<file path="config.mk">
export PLATFORM = sky130hd
export DESIGN_NAME = conv_window_gen
export DESIGN_NICKNAME = d
export VERILOG_FILES = /design/src/rtl/conv_window_gen.sv
export SDC_FILE = /design/constraint.sdc
export NUM_CORES = 1
export LEC_CHECK = 0
export ABC_AREA = 1
export BUFFER_PORTS_ARGS = -buffer_cell sky130_fd_sc_hd__buf_4
export CORE_ASPECT_RATIO = 0.5
export CORE_MARGIN = 8
export CORE_UTILIZATION = 45
export CTS_BUF_LIST = sky130_fd_sc_hd__clkbuf_8
export DETAILED_ROUTE_END_ITERATION = 7
export PLACE_DENSITY = 0.6
export RECOVER_POWER = 100
export SYNTH_ARGS = -nofsm -noshare
export SYNTH_HDL_FRONTEND = slang
export SYNTH_SLANG_ARGS = --single-unit
</file>
<file path="constraint.sdc">
create_clock -name clk -period 4.55 [get_ports clk]
set_input_delay 0.91 -clock clk [delete_from_list [all_inputs] [get_ports clk]]
set_output_delay 0.91 -clock clk [all_outputs]
set_load 0.005 [all_outputs]
</file>
<file path="src/rtl/conv_window_gen.sv">
// conv_window_gen: streaming 3x3 window generator for raster-order 8-bit pixels.
// Two line buffers hold the previous two image rows. A two-column shift window
// plus the column arriving now form the 3x3 neighbourhood. Only fully-interior
// (valid) windows are emitted, one cycle after the pixel that completes them.
module conv_window_gen #(
  parameter int unsigned IMG_W = 32,
  parameter int unsigned IMG_H = 32
) (
  input  logic       clk,
  input  logic       rst,
  input  logic       in_valid,
  input  logic       in_sof,
  input  logic [7:0] in_data,
  output logic [7:0] w1,
  output logic [7:0] w2,
  output logic [7:0] w3,
  output logic [7:0] w4,
  output logic [7:0] w5,
  output logic [7:0] w6,
  output logic [7:0] w7,
  output logic [7:0] w8,
  output logic [7:0] w9,
  output logic       multi_act,
  output logic [7:0] win_row,
  output logic [7:0] win_col,
  output logic       frame_done
);

  localparam int unsigned AW      = (IMG_W > 1) ? $clog2(IMG_W) : 1;
  localparam logic [7:0]  LastCol = 8'(IMG_W - 1);
  localparam logic [7:0]  LastRow = 8'(IMG_H - 1);

  // Position of the next pixel to be accepted
  logic [7:0] row_q, col_q;
  // Position of the pixel on the input this cycle (start-of-frame overrides)
  logic [7:0] row_eff, col_eff;
  logic [AW-1:0] lb_idx;

  // Line buffers: lb_mid holds row r-1, lb_top holds row r-2 (relative to row_eff)
  logic [7:0] lb_mid_q [IMG_W];
  logic [7:0] lb_top_q [IMG_W];

  // Two previous columns of the window; index 0 is the leftmost
  logic [7:0] sh_top_q [2];
  logic [7:0] sh_mid_q [2];
  logic [7:0] sh_bot_q [2];

  // Column entering the window this cycle
  logic [7:0] new_top, new_mid, new_bot;

  logic accept;
  logic win_valid;
  logic win_last;

  logic [7:0] win_q [9];
  logic [7:0] win_row_q, win_col_q;
  logic       multi_act_q, frame_done_q;

  // Decode effective position, tap line buffers and qualify window emission
  always_comb begin
    accept    = in_valid & ~rst;
    row_eff   = in_sof ? 8'd0 : row_q;
    col_eff   = in_sof ? 8'd0 : col_q;
    lb_idx    = col_eff[AW-1:0];
    new_top   = lb_top_q[lb_idx];
    new_mid   = lb_mid_q[lb_idx];
    new_bot   = in_data;
    // Requiring col >= 2 keeps the shifted columns within the current row,
    // and row >= 2 guarantees both line buffers were filled by this frame.
    win_valid = accept && (row_eff >= 8'd2) && (col_eff >= 8'd2);
    win_last  = win_valid && (row_eff == LastRow) && (col_eff == LastCol);
  end

  // Pixel position counters, advanced only on accepted pixels
  always_ff @(posedge clk) begin
    if (rst) begin
      row_q <= 8'd0;
      col_q <= 8'd0;
    end else if (accept) begin
      if (col_eff == LastCol) begin
        col_q <= 8'd0;
        row_q <= (row_eff == LastRow) ? 8'd0 : row_eff + 8'd1;
      end else begin
        col_q <= col_eff + 8'd1;
        row_q <= row_eff;
      end
    end
  end

  // Line-buffer and shift-window storage; contents never need clearing
  always_ff @(posedge clk) begin
    if (accept) begin
      lb_top_q[lb_idx] <= new_mid;
      lb_mid_q[lb_idx] <= new_bot;
      sh_top_q[0]      <= sh_top_q[1];
      sh_mid_q[0]      <= sh_mid_q[1];
      sh_bot_q[0]      <= sh_bot_q[1];
      sh_top_q[1]      <= new_top;
      sh_mid_q[1]      <= new_mid;
      sh_bot_q[1]      <= new_bot;
    end
  end

  // Registered window outputs; values hold until the next valid window
  always_ff @(posedge clk) begin
    if (rst) begin
      for (int i = 0; i < 9; i++) begin
        win_q[i] <= 8'd0;
      end
      win_row_q    <= 8'd0;
      win_col_q    <= 8'd0;
      multi_act_q  <= 1'b0;
      frame_done_q <= 1'b0;
    end else begin
      multi_act_q  <= win_valid;
      frame_done_q <= win_last;
      if (win_valid) begin
        win_q[0]  <= sh_top_q[0];
        win_q[1]  <= sh_top_q[1];
        win_q[2]  <= new_top;
        win_q[3]  <= sh_mid_q[0];
        win_q[4]  <= sh_mid_q[1];
        win_q[5]  <= new_mid;
        win_q[6]  <= sh_bot_q[0];
        win_q[7]  <= sh_bot_q[1];
        win_q[8]  <= new_bot;
        win_row_q <= row_eff - 8'd2;
        win_col_q <= col_eff - 8'd2;
      end
    end
  end

  assign w1         = win_q[0];
  assign w2         = win_q[1];
  assign w3         = win_q[2];
  assign w4         = win_q[3];
  assign w5         = win_q[4];
  assign w6         = win_q[5];
  assign w7         = win_q[6];
  assign w8         = win_q[7];
  assign w9         = win_q[8];
  assign win_row    = win_row_q;
  assign win_col    = win_col_q;
  assign multi_act  = multi_act_q;
  assign frame_done = frame_done_q;

endmodule

</file>
; After elaboration in Yosys (flattened, before gate mapping)
; Memories as Yosys holds them, arrays and structs flattened.
; Cells that the tools add are included.
; W data, S select, Z words.
[classes]
eq_ne = 2
order_cmp = 2
n_bitwise = 11
mux = 21
reduce_logical = 4
addsub = 4
[op_table]
columns = cell, count
row1 = $mux W8, 14
row2 = $add A8 B1 Y8 const B, 2
row3 = $eq A8 B5 Y1 const B, 2
row4 = $ge A8 B2 Y1 const B, 2
row5 = $sub A8 B2 Y8 const B, 2
row6 = $or A1 B1 Y1, 9
row7 = $mux W1, 7
row8 = $logic_and A1 B1 Y1, 4
row9 = $and A1 B1 Y1, 1
row10 = $not A1 Y1, 1
[totals]
reg_bits = 34
inputBits = 12
memories = 6
ramBits = 632
elab_cells = 56
out_inout_bits = 90
[memory_table]
columns = memory, depth, width, read_ports, rd_ports_with_merged_regs, wr, line
row1 = lb_mid_q, 32, 8, 1, 0, 1, 40  ; logic [7:0] lb_mid_q [IMG_W];
row2 = lb_top_q, 32, 8, 1, 0, 1, 41  ; logic [7:0] lb_top_q [IMG_W];
row3 = win_q, 9, 8, 9, 0, 9, 55  ; logic [7:0] win_q [9];
row4 = sh_bot_q, 2, 8, 2, 0, 2, 46  ; logic [7:0] sh_bot_q [2];
row5 = sh_mid_q, 2, 8, 2, 0, 2, 45  ; logic [7:0] sh_mid_q [2];
row6 = sh_top_q, 2, 8, 2, 0, 2, 44  ; logic [7:0] sh_top_q [2];

; Logic depth before layout (Yosys ltp)
; Gate-level depths: netlist of the first run.
[logic_depth]
ltp_word = 8
mapped_depth = 14
mapped_depth_nobuf = 12

; Least setup slack after synthesis of the first run
; No wires, ideal clock.
[synth_path]
kind = input port to flip-flop
start = input port in_sof
end = memory win_q[0][0] (enable)
stages = 12
t_arrival_ns = 3.520
required_time_ns = 3.808
n_path_buf = 5
setup_slack_ns = 0.288
setup_time_ns = 0.742
cell_sequence = buf_6 -> inv_6 -> nand2_4 -> buf_4 -> buf_2 -> ha_1 -> nor2_1 -> nand4_1 -> nand3_2 -> buf_4 -> buf_4 -> nand2_1
[synth_lines]
columns = item, line
row1 = start: declaration, 12  ; input logic in_sof,
row2 = end: declaration, 55

; Worst setup path after layout of the first run
[layout_path]
start = register col_q[0]
end = memory lb_top_q[19][6] (enable)
[layout_between]
elab_chain_cells = 1
[layout_rtl]
columns = item, line
row1 = start: declaration, 34  ; logic [7:0] row_q, col_q;
row2 = start signal: assignment, 84  ; col_q <= col_eff + 8'd1;
row3 = $mux W8, 63  ; col_eff = in_sof ? 8'd0 : col_q;
row4 = end: declaration, 41
; No other way between the ends.

==> results.tsv, run 1 <==
stage	metric	value	unit
run_status	outcome	finished, violations left	
run_status	failing checks	max-capacitance violations, max-slew violations	
synth	largest cells by area after synthesis	edfxtp_1 (71%), nor2_1 (6.3%), nand2_1 (5.7%)	
cts	clk_lat worst skew	0.69	ns
grt	largest net degree at the start of global routing	93	
flow_run	total of max-cap violations	9	
cts	CTS tree	done	
sta	Fin. Hold Viols	0	
sta	Final Max Tran Viols	329	
layout	Nets	2491	
floorplanning	core box area	59040	µm²
layout	final cell count without fillers	3326	
synth	most common cell in the netlist	edfxtp_1	
detailed_routing	Final ANT Viol Nets	0	
layout	layout cell share with drive strength beyond 1	9.623	%
grt	first-pass GRT wire length	106400	µm
cts	post-CTS setup buffer count	0	
synth	synthesized area per cell	11.66	µm²
cts	Sink Count	666	
synth	Post-Syn Instances	2297	
grt	initial antenna violation count	4	
sta	RSZ-0062 raised after global routing	false	
placement	Place WS	0.7237	ns
detailed_routing	DR vias	17590	
synth	top_reg_cell synth	edfxtp_1	
detailed_routing	post-DR wirelength/cell	21.34	µm
cts	Clock Tree Buf Depth	3	
sta	Final Cycle Share	88.64	%
worst_setup_path	nature of the critical path startpoint	register	
floorplanning	row count	63	
power	LEAKAGE	11.33	nW
floorplanning	Ports	102	
cts	clock slew at reported path FFs	0.07	ns
detailed_routing	Detailed Route WL	70960	µm
worst_setup_path	Crit Path Max Fanout	24	
synth	sequential share of the synthesized area	73.38	%
floorplanning	Initial Util	45.38	%
synth	dominant cell type by area after synthesis	edfxtp_1	
floorplanning	total die area	68070	µm²
cts	CTS Root Cell	clkbuf_8	
power	Pwr Total	11.65	mW
cts	CTS HTree Levels	3	
sta	min Tclk post-route	4.033	ns
worst_setup_path	CP Capture Type	register	
placement	Post-DP HPWL	43270	µm
grt	grt total ovfl	0	
worst_setup_path	critical path data required time	4.83	ns
synth	commonest cells in the netlist	edfxtp_1 (632), nor2_1 (452), nand2_1 (405)	
detailed_routing	Vias/cell	5.288	
worst_setup_path	worst path arrival time	4.31	ns
floorplanning	Die Ht	188.5	µm
sta	Fin Setup TNS	0	ns
layout	Final Util	50.93	%
grt	number of global-route vias before repair	16930	
placement	placed cells	3152	
synth	post-synthesis net count	2319	
synth	number of synthesized register bits	666	
layout	Layout area overhead	12.25	%
layout	# diodes	0	
power	Peak VDD IR	183.1	µV
hold_path	Hold Path Class	register to register	
placement	GPL Wtd Cong	0.8751	
synth	synthesized area	26790	µm²
synth	post-synth cell types	34	
sta	Slew headroom	-93.20	%
worst_setup_path	crit path kind	register to register	
floorplanning	Die W	361.1	µm
cts	# hold bufs at CTS	0	
synth	YS warnings	0	
cts	TritonCTS buffer count	95	
synth	Post-synth EDFFs	632	
power	Pwr Density	387.6	nW/µm²
synth	Synth async-reset ratio	0	%
detailed_routing	DRC Markers	0	
sta	Slew @ Worst Pin	2.898	ns
sta	Worst Clk Skew	0.02981	ns
detailed_routing	First-pass DRT Iterations	6	
sta	Final Worst Setup Slack	0.5170	ns
synth	Yosys top cell area share	70.84	%
sta	Max Clk Rate	0.2480	GHz
placement	port buffer count	101	
grt	Total GRT Usage	20.47	%
sta	final setup violating endpoints	0	
detailed_routing	drt first-iter violations	1815	
cts	cts repair resizes	0	
## critical path, cell delays in order (launching register included)
cell,delay [ns]
dfxtp_1,0.75
inv_4,0.32
nor2_4,0.53
ha_1,0.26
inv_1,0.06
nor2_1,0.11
clkinv_1,0.35
nor2_1,0.29
clkbuf_1,0.92
## flip-flops by register name (all words and copies together), names as in the netlist
register    count
win_row         8
sh_bot_q       16
col_q           8
frame_done      1
lb_top_q      256
row_q           8
win_q          72
win_col         8
multi_act       1
sh_mid_q       16
sh_top_q       16
lb_mid_q      256
## path summary, 6_finish.rpt
kind | from | to | slack (ns) | depth (start not counted)
hold / removal | sh_top_q[0][15]$_DFFE_PP_ | sh_top_q[0][7]$_DFFE_PP_ | 0.45 | 0
setup / recovery | col_q[0]$_SDFFE_PP0P_ | lb_top_q[19][6]$_DFFE_PP_ | 0.52 | 8
setup reg to reg | col_q[0]$_SDFFE_PP0P_ | lb_top_q[19][6]$_DFFE_PP_ | 0.52 | 8
hold reg to reg | sh_top_q[0][15]$_DFFE_PP_ | sh_top_q[0][7]$_DFFE_PP_ | 0.45 | 0
## layout by cell type (no fill, tap or decap), drive strengths merged, types with 4 or more instances in the layout
master	count
a21oi	30
buf	45
clkbuf	241
clkinv	22
clkinvlp	4
dfxtp	34
edfxtp	632
ha	10
inv	214
nand2	411
nand3	89
nand4	7
nor2	463
nor3	6
o21ai	320
xor2	9
## stage by stage
stage               hold WS, ns  area [µm²]
floorplan                0.4264       26790
global placement         0.4303       28710
detailed placement       0.4317       28710
CTS                      0.4479       30400
global route             0.4565       30070
finish                   0.4464       30070
## logic make-up after synthesis
logic type / after synthesis / synth area share (%)
AOI/OAI and AO/OA: 353 / 6.622
xor gates and xnor gates: 11 / 0.3596
adders and majority gates: 10 / 0.4670
buffers and inverters: 277 / 4.554
DFF: 666 / 73.38
and+or+nand+nor: 980 / 14.62
## per-layer routing
layer  up-vias  global-route usage [%]  share of wire, %
li1       8172                       -                 -
met1      8625                   28.73                45
met2       682                   30.91                44
met3       106                   6.559               9.9
met4         2                   5.028               1.9
met5         -                       0             0.018
## power breakdown
part	leakage (nW)	internal (mW)	switching, mW	total [mW]
combinational	4.24	0.124	0.403	0.527
clock	1.02	2.04	2.27	4.31
sequential	6.07	6.80	0.0230	6.82
total	11.3	8.96	2.70	11.7
## cell type report
| cell class | count | area [µm²] |
|---|---|---|
| timing repair buffer | 186 | 1187 |
| tap | 780 | 975.9 |
| multi-input combinational | 1354 | 5928 |
| fill | 5207 | 28970 |
| inverter | 166 | 630.6 |
| clock inverter | 74 | 314.1 |
| clock buffer | 100 | 1376 |
| sequential | 666 | 19660 |
Note: power is estimated with default switching activity, not from simulation.
==> run 2, diff against run 1 <==
ABC_AREA = unset   (was 1)
SKIP_CTS_REPAIR_TIMING = 1   (was unset)
==> run 2 against run 1 <==
Against the previous run:
- sequential power barely moved
- register-to-register slack got worse by 0.13 ns
- the run still ends with max-capacitance violations, max-slew violations left
- wire length fell by 1.6%
- design area fell by 2.4%
- critical path depth fell by 3
- non-clock buffer count rose by 2
- highest routed layer is now met4
- clock skew fell by 0.011 ns
- cell count fell by 22%
==> results.tsv, run 2 <==
stage	metric	value	unit
floorplanning	total die area	66390	µm²
sta	Fin. Hold Viols	0	
synth	number of synthesized register bits	666	
floorplanning	Die Ht	186.2	µm
power	Int Power	9.154	mW
sta	Slew headroom	-47.65	%
detailed_routing	DR vias	15420	
placement	port buffer count	101	
detailed_routing	Final ANT Viol Nets	0	
grt	largest net degree at the start of global routing	128	
synth	Yosys top cell area share	72.76	%
grt	Total GRT Usage	20.57	%
worst_setup_path	CP Capture Type	register	
sta	Fin Setup TNS	0	ns
synth	post-synthesis net count	1611	
hold_path	Hold Path Class	register to register	
synth	YS warnings	0	
sta	final setup violating endpoints	0	
cts	Clock Tree Buf Depth	3	
placement	Post-DP HPWL	42560	µm
sta	min Tclk post-route	4.160	ns
layout	final cell count without fillers	2596	
synth	Post-Syn Instances	1589	
placement	placed cells	2425	
grt	GR Layer Usage met2	30.94	%
floorplanning	Die W	356.5	µm
layout	most frequent cells in the layout	edfxtp_1 (632), mux2i_1 (124), clkbuf_8 (102)	
power	sequential power share	57.8	%
run_status	outcome	finished, violations left	
sta	RSZ-0062 raised after global routing	false	
detailed_routing	drt first-iter violations	1949	
run_status	failing checks	max-capacitance violations, max-slew violations	
cts	CTS Root Cell	clkbuf_8	
grt	first-pass GRT wire length	101000	µm
sta	Final Cycle Share	91.43	%
synth	synthesized area per cell	16.41	µm²
worst_setup_path	critical path data required time	4.80	ns
synth	top_reg_cell synth	edfxtp_1	
placement	Place WS	0.5633	ns
floorplanning	Ports	102	
grt	number of global-route vias before repair	15000	
sta	Max Clk Rate	0.2404	GHz
synth	synthesized area	26080	µm²
detailed_routing	post-DR wirelength/cell	26.90	µm
power	LEAKAGE	9.668	nW
cts	CTS tree	done	
detailed_routing	Detailed Route WL	69830	µm
layout	Layout area overhead	12.50	%
worst_setup_path	crit path kind	register to register	
synth	most common cell in the netlist	edfxtp_1	
synth	post-synth cell types	67	
grt	met3 Usage GRT	5.983	%
power	Pwr Density	403.2	nW/µm²
grt	GR Util met1	29.31	%
sta	Worst Clk Skew	0.01866	ns
sta	Slew @ Worst Pin	2.215	ns
synth	Post-synth EDFFs	632	
flow_run	total of max-cap violations	13	
cts	clock slew at reported path FFs	0.07	ns
grt	initial antenna violation count	1	
layout	commonest non-fill, non-tap cell in the layout	edfxtp_1	
sta	Final Worst Setup Slack	0.3897	ns
grt	grt total ovfl	0	
placement	GPL Wtd Cong	0.8610	
placement	placed cell areas	27980	µm²
layout	post-route cell area	29340	µm²
floorplanning	row count	62	
layout	# diodes	0	
sta	Final Max Tran Viols	438	
layout	Nets	1775	
synth	Synth async-reset ratio	0	%
grt	gr busiest metal	met2	
power	Comb power frac	4.6	%
detailed_routing	DRC Markers	0	
worst_setup_path	nature of the critical path startpoint	register	
cts	CTS HTree Levels	3	
layout	top flop regs	lb_mid_q (256), lb_top_q (256), win_q (72)	
worst_setup_path	Crit Path Max Fanout	26	
worst_setup_path	worst path arrival time	4.41	ns
cts	clk_lat worst skew	0.67	ns
synth	sequential share of the synthesized area	75.37	%
power	Peak VDD IR	168.1	µV
layout	layout cell share with drive strength beyond 1	14.17	%
floorplanning	Initial Util	45.50	%
cts	Sink Count	666	
power	Clk pwr share	37.6	%
cts	TritonCTS buffer count	94	
synth	largest cells by area after synthesis	edfxtp_1 (73%), mux2i_1 (4.8%), dfxtp_1 (2.6%)	
power	Net Sw Frac	22.64	%
power	switching power total	2.678	mW
detailed_routing	First-pass DRT Iterations	5	
detailed_routing	Vias/cell	5.941	
floorplanning	core box area	57330	µm²
synth	commonest cells in the netlist	edfxtp_1 (632), mux2i_1 (124), a21oi_1 (85)	
synth	dominant cell type by area after synthesis	edfxtp_1	
## run 2: cell types whose count changed after synthesis, sizes merged, moves of 23 or more
| cell | delta |
|---|---|
| nor2 | -406 |
| nand2 | -347 |
| o21ai | -294 |
| inv | -152 |
| mux2i | +124 |
| nand3 | -72 |
| a221oi | +66 |
| and2 | +57 |
| a21oi | +56 |
| a211oi | +45 |
| a221o | +39 |
| a22oi | +23 |
## run 2: cell type report
class,instances,area [µm²]
fillers,4737,27980
clock inverters,69,360.3
well taps,768,960.9
multi-input cells,789,5737
repair buffers,188,1164
flip-flops and latches,666,19660
clock buffers,102,1404
inverters,14,55.05
## run 2: per-stage QoR
stage / power, mW / hold slack (ns) / utilization (%)
after floorplan: 7.266 / 0.4174 / -
after global placement: 7.509 / 0.4234 / 48.81
after detailed placement: 7.524 / 0.4251 / 48.81
after CTS: 11.92 / 0.4385 / 51.89
after global routing: 12.21 / 0.4554 / 51.19
final: 11.83 / 0.4368 / 51.19
## run 2: cell families after synthesis
| logic type | Yosys count | share of synthesized area (%) |
|---|---|---|
| flip-flops | 666 | 75.37 |
| adder cells (fa/ha/maj) | 10 | 0.4797 |
| multiplexers | 130 | 5.104 |
| AND/OR/NAND/NOR | 270 | 5.478 |
| buffers and inverters | 134 | 2.504 |
| AO/OA/AOI/OAI | 373 | 10.86 |
| XOR/XNOR | 6 | 0.2015 |
## run 2: power by group through the flow
stage,clock (mW),combinational (mW),sequential [mW]
after CTS,4.52,0.566,6.83
after detailed placement,0,0.565,6.96
after global placement,0,0.552,6.96
after global routing,4.79,0.587,6.84
after floorplan,0,0.319,6.95
final,4.45,0.550,6.83
## run 2: per-layer routing
layer | routed length, µm | vias to the layer above
met5 | 0 | -
met4 | 1512 | 0
met3 | 7729 | 97
met2 | 30560 | 783
met1 | 30020 | 7805
li1 | - | 6737
## run 2: path summary, 6_finish.rpt
path	start	slack, ns	to	cells past startpoint
hold reg to reg	sh_bot_q[0][12]$_DFFE_PP_	0.44	sh_bot_q[0][4]$_DFFE_PP_	0
setup reg to reg	col_q[1]$_SDFFE_PP0P_	0.39	lb_mid_q[15][5]$_DFFE_PP_	5
setup / recovery	col_q[1]$_SDFFE_PP0P_	0.39	lb_mid_q[15][5]$_DFFE_PP_	5
hold / removal	sh_bot_q[0][12]$_DFFE_PP_	0.44	sh_bot_q[0][4]$_DFFE_PP_	0
## run 2: worst max-delay path, stage by stage, from the launching register on
cell and delay (ns):
dfxtp_1 1.15, nor2b_1 0.57, ha_1 0.31, and3_1 0.31
and3_1 0.19, clkbuf_1 1.19
